`config.mk`:
```
export PLATFORM = sky130hd
export DESIGN_NAME = seq_bit_serializer
export DESIGN_NICKNAME = d
export VERILOG_FILES = /design/src/rtl/seq_bit_serializer.sv
export SDC_FILE = /design/constraint.sdc
export NUM_CORES = 1
export LEC_CHECK = 0
export ABC_AREA = 1
export BUFFER_PORTS_ARGS = -buffer_cell sky130_fd_sc_hd__buf_2
export CORE_MARGIN = 2
export CORE_UTILIZATION = 35
export DETAILED_ROUTE_END_ITERATION = 10
export GPL_ROUTABILITY_DRIVEN = 0
export PLACE_DENSITY_LB_ADDON = 0.3
export SLEW_MARGIN = 40
export SYNTH_ARGS = -nofsm -noshare
export SYNTH_HDL_FRONTEND = slang
export SYNTH_SLANG_ARGS = --single-unit
```
`constraint.sdc`:
```
create_clock -name clk -period 2.55 [get_ports clk]
set_input_delay 0.6375 -clock clk [delete_from_list [all_inputs] [get_ports clk]]
set_output_delay 0.6375 -clock clk [all_outputs]
set_load 0.01 [all_outputs]
```
`src/rtl/seq_bit_serializer.sv`:
```
// seq_bit_serializer: MSB-first parallel-in/serial-out with per-bit strobe and busy/done handshake.
// Define SER_PARITY_EN to append an even-parity bit after data bit 0.
module seq_bit_serializer #(
  parameter int WIDTH = 8,
  parameter int DIV   = 1
) (
  input  logic             clk,
  input  logic             reset,
  input  logic             load,
  input  logic [WIDTH-1:0] data,
  output logic             ser_out,
  output logic             bit_stb,
  output logic             busy,
  output logic             done
);
  localparam int PW = DIV > 1 ? $clog2(DIV) : 1;
  localparam int BW = $clog2(WIDTH + 2);
  localparam logic [PW-1:0] PER_LAST = PW'(DIV - 1);
  localparam logic [BW-1:0] BIT_LAST = BW'(WIDTH - 1);
`ifdef SER_PARITY_EN
  typedef enum logic [1:0] {IDLE, SHIFT, PARITY} state_t;
  logic par_q, par_d;
`else
  typedef enum logic {IDLE, SHIFT} state_t;
`endif
  state_t state_q, state_d;
  logic [WIDTH-1:0] shift_q, shift_d;
  logic [PW-1:0] per_q, per_d;
  logic [BW-1:0] bit_q, bit_d;
  logic ser_q, ser_d, stb_q, stb_d, busy_q, busy_d, done_q, done_d;
  logic per_end, fin;
  always_comb begin
    state_d = state_q;
    shift_d = shift_q;
    per_d   = per_q;
    bit_d   = bit_q;
    ser_d   = ser_q;
    stb_d   = 1'b0;
    busy_d  = busy_q;
    done_d  = 1'b0;
    fin     = 1'b0;
`ifdef SER_PARITY_EN
    par_d   = par_q;
`endif
    per_end = per_q == PER_LAST;
    case (state_q)
      IDLE: if (load) begin
        state_d = SHIFT;
        shift_d = data;
        per_d   = '0;
        bit_d   = '0;
        ser_d   = data[WIDTH-1];
        stb_d   = 1'b1;
        busy_d  = 1'b1;
`ifdef SER_PARITY_EN
        par_d   = ^data;
`endif
      end
      SHIFT: if (!per_end) begin
        per_d = per_q + 1'b1;
      end else if (bit_q != BIT_LAST) begin
        shift_d = shift_q << 1;
        ser_d   = shift_q[WIDTH-2];
        bit_d   = bit_q + 1'b1;
        per_d   = '0;
        stb_d   = 1'b1;
      end else begin
`ifdef SER_PARITY_EN
        state_d = PARITY;
        ser_d   = par_q;
        bit_d   = bit_q + 1'b1;
        per_d   = '0;
        stb_d   = 1'b1;
`else
        fin = 1'b1;
`endif
      end
`ifdef SER_PARITY_EN
      PARITY: if (!per_end) per_d = per_q + 1'b1; else fin = 1'b1;
`endif
      default: state_d = IDLE;
    endcase
    // Frame end: one done clk, which doubles as the mandatory idle gap between words.
    if (fin) begin
      state_d = IDLE;
      ser_d   = 1'b0;
      busy_d  = 1'b0;
      done_d  = 1'b1;
      per_d   = '0;
      bit_d   = '0;
    end
  end
  always_ff @(posedge clk or posedge reset) begin
    if (reset) begin
      state_q <= IDLE;
      shift_q <= '0;
      per_q   <= '0;
      bit_q   <= '0;
      ser_q   <= 1'b0;
      stb_q   <= 1'b0;
      busy_q  <= 1'b0;
      done_q  <= 1'b0;
`ifdef SER_PARITY_EN
      par_q   <= 1'b0;
`endif
    end else begin
      state_q <= state_d;
      shift_q <= shift_d;
      per_q   <= per_d;
      bit_q   <= bit_d;
      ser_q   <= ser_d;
      stb_q   <= stb_d;
      busy_q  <= busy_d;
      done_q  <= done_d;
`ifdef SER_PARITY_EN
      par_q   <= par_d;
`endif
    end
  end
  assign ser_out = ser_q;
  assign bit_stb = stb_q;
  assign busy    = busy_q;
  assign done    = done_q;
endmodule

```
==> impl_metrics.json <==
{
  "synth_area_leaders": "dfrtp_1 51%, nand2_1 26%, nand3_1 6.1%, inv_1 3.6%, nand4_4 2.9%",
  "remaining_drc_errors": 0,
  "htreeDepth": 1,
  "cp_max_fo": 14,
  "r2r_end": "shift_q[2]",
  "grt_max_degree": 16,
  "antenna_cells": 0,
  "yosysMostFrequentCell": "nand2_1",
  "r2r_slack_ns": 1.21,
  "cp.depth": 1,
  "rows": 16,
  "end_kind": "output pin",
  "drt-met1-wl_um": 666,
  "final-hold-violation-count": 0,
  "portBuffers": 14,
  "cts_buffers": 3,
  "crit_start": "state_q",
  "status": "finished, final reports clean",
  "synth_largest_area_cell": "dfrtp_1",
  "synthFlopType": "dfrtp_1",
  "grt_first_pass_wirelength_um": 2370,
  "cts_sinks": 15,
  "start_util": 0.371,
  "drt_iter0_drc": 11,
  "grt_pass1_vias": 565,
  "synthesis.nets": 107,
  "io_pins": 15,
  "crit_type": "flop to output pin",
  "dpl.hpwl_um": 958,
  "die_w_um": 49.8,
  "antenna_found_initial": 0,
  "ir_drop_v": 0.000392,
  "ys_seq_area_frac": 0.510,
  "wire_per_inst_um": 9.80,
  "ys_seq_elements": 15,
  "critPathMaxStageDelay_ns": 0.64,
  "cts_root_buf": "clkbuf_4",
  "powerDensity_nw_per_um2": 1120,
  "wl_met3_um": 51,
  "syn_avg_cell_area_um2": 7.74,
  "reg2reg_depth": 5,
  "cp.required_ns": 1.91,
  "clk_pin_slew_worst_paths_ns": 0.09,
  "finalSetupTns_ns": 0,
  "wl_met2_um": 595,
  "crit_chain": "buf_2",
  "n_fill_cell": 215,
  "dr_total_vias": 626,
  "ys_top_cells_by_count": "50 x nand2_1, 15 x dfrtp_1, 9 x nand3_1",
  "syn-instance-count": 95,
  "worst_pin_slew_ns": 0.570,
  "cap_violations": 0,
  "synth-edff-count": 0,
  "ant_nets": 0,
  "highest_layer": "met4",
  "start_kind": "flop",
  "routed_wirelength_um": 1360,
  "dieHeight_um": 49.8,
  "fp.coreArea_um2": 1980,
  "yosys_warnings": 0,
  "via_per_inst": 4.50,
  "cp_data_arrival_time_ns": 1.15,
  "timing.fmax_mhz": 559,
  "leakage_nw": 0.493,
  "clockBufferDepth": 2,
  "ys_types": 14,
  "fin_crit_ns": 1.79,
  "cts-resized-gates": 0,
  "cts_tree": "yes",
  "cts_setup_buffers": 0,
  "slew_violations": 0,
  "synth_async_sr_flop_share": 1.00,
  "final-setup-viol-count": 0,
  "rsz0062_at_grt": "no",
  "crit_slowest_cell": "dfrtp_1",
  "globalRoute.totalOverflow": 0,
  "hp-class": "primary input to asynchronous set/reset pin",
  "first_pass_iters": 3,
  "crit_end": "bit_stb",
  "fin_nets": 125,
  "layout-drive-gt1-share": 0.196,
  "grt_usage": 0.131,
  "synth_top_cell_area_share": 0.510,
  "post-route-period-util": 0.702,
  "crit_family": "flip-flops",
  "critical_path_buf_inv_count": 1,
  "clk_latency_ns": 0.29,
  "die_area_um2": 2480,
  "areaGrowthSynthToFinish_pct": 16.7,
  "rr_startpoint": "state_q",
  "synth.cell_area_um2": 736,
  "fin_total_pwr_w": 0.000963,
  "hold_buffers": 0,
  "fin_skew_ns": 0.00241,
  "max-slew-margin-rel": 0.620
}
## per-stage QoR
stage | setup WS (ns) | hold WS [ns] | instances | util | instance area (um^2)
after CTS | 0.747 | 0.404 | 139 | 0.433 | 858
final | 0.761 | 0.385 | 139 | 0.433 | 858
after floorplan | 1.38 | 0.442 | 95 | - | 736
after detailed placement | 1.08 | 0.459 | 135 | 0.420 | 832
after global placement | 1.09 | 0.455 | 135 | 0.420 | 832
after global routing | 0.677 | 0.439 | 139 | 0.433 | 858
## report_power, final
group | switching [W] | internal, W | total [W]
logic | 0.000236 | 0.000157 | 0.000393
clock network | 0.0000781 | 0.0000609 | 0.000139
registers | 0.0000966 | 0.000335 | 0.000431
total | 0.000411 | 0.000552 | 0.000963
## flip-flops by register name (all words and copies together), names as in the netlist
| signal | cells |
|---|---|
| state_q | 1 |
| ser_out | 1 |
| bit_q | 4 |
| done | 1 |
| busy | 1 |
| shift_q | 7 |
## logic make-up after synthesis
logic type / Yosys count / share of synthesized area
compound gates: 3 / 0.0204
fa+ha+maj: 1 / 0.0170
buf+inv: 9 / 0.0510
flops: 15 / 0.510
simple gates: 67 / 0.401
## layout make-up
cell class	instances	area [um^2]	area share
sequential	15	375	0.437
timing repair buffer	14	70.1	0.0816
multi-input combinational	71	323	0.376
inverter	8	30.0	0.0350
tap	27	33.8	0.0394
clock buffer	4	26.3	0.0306
## placed cells by master (no fill, tap or decap)
cell type and count:
nor2_1 3, nand4_4 1, nand2_1 50, inv_1 7, clkbuf_4 3, nand4_1 1, nor2_2 1, dfrtp_1 15
o21ai_0 3, or2_2 1, nand3_1 9, inv_2 1, nand2_4 1, ha_1 1, clkbuf_1 1, buf_2 14
## layer usage
layer,vias to the layer above,global-route usage
met5,-,0
met4,0,0.0972
met3,6,0.0273
met2,13,0.182
met1,280,0.176
li1,327,-
## worst min path at each step
stage | from | to | slack, ns | cells past startpoint
6_report | reset | shift_q[3] | 0.38 | 2
5_1_grt | reset | shift_q[3] | 0.44 | 2
4_1_cts | reset | shift_q[2] | 0.40 | 2
3_5_place_dp | shift_q[1] | shift_q[1] | 0.46 | 2
3_3_place_gp | shift_q[6] | shift_q[6] | 0.46 | 2
2_1_floorplan | shift_q[0] | shift_q[0] | 0.44 | 2
(Power assumes the default switching activity.)
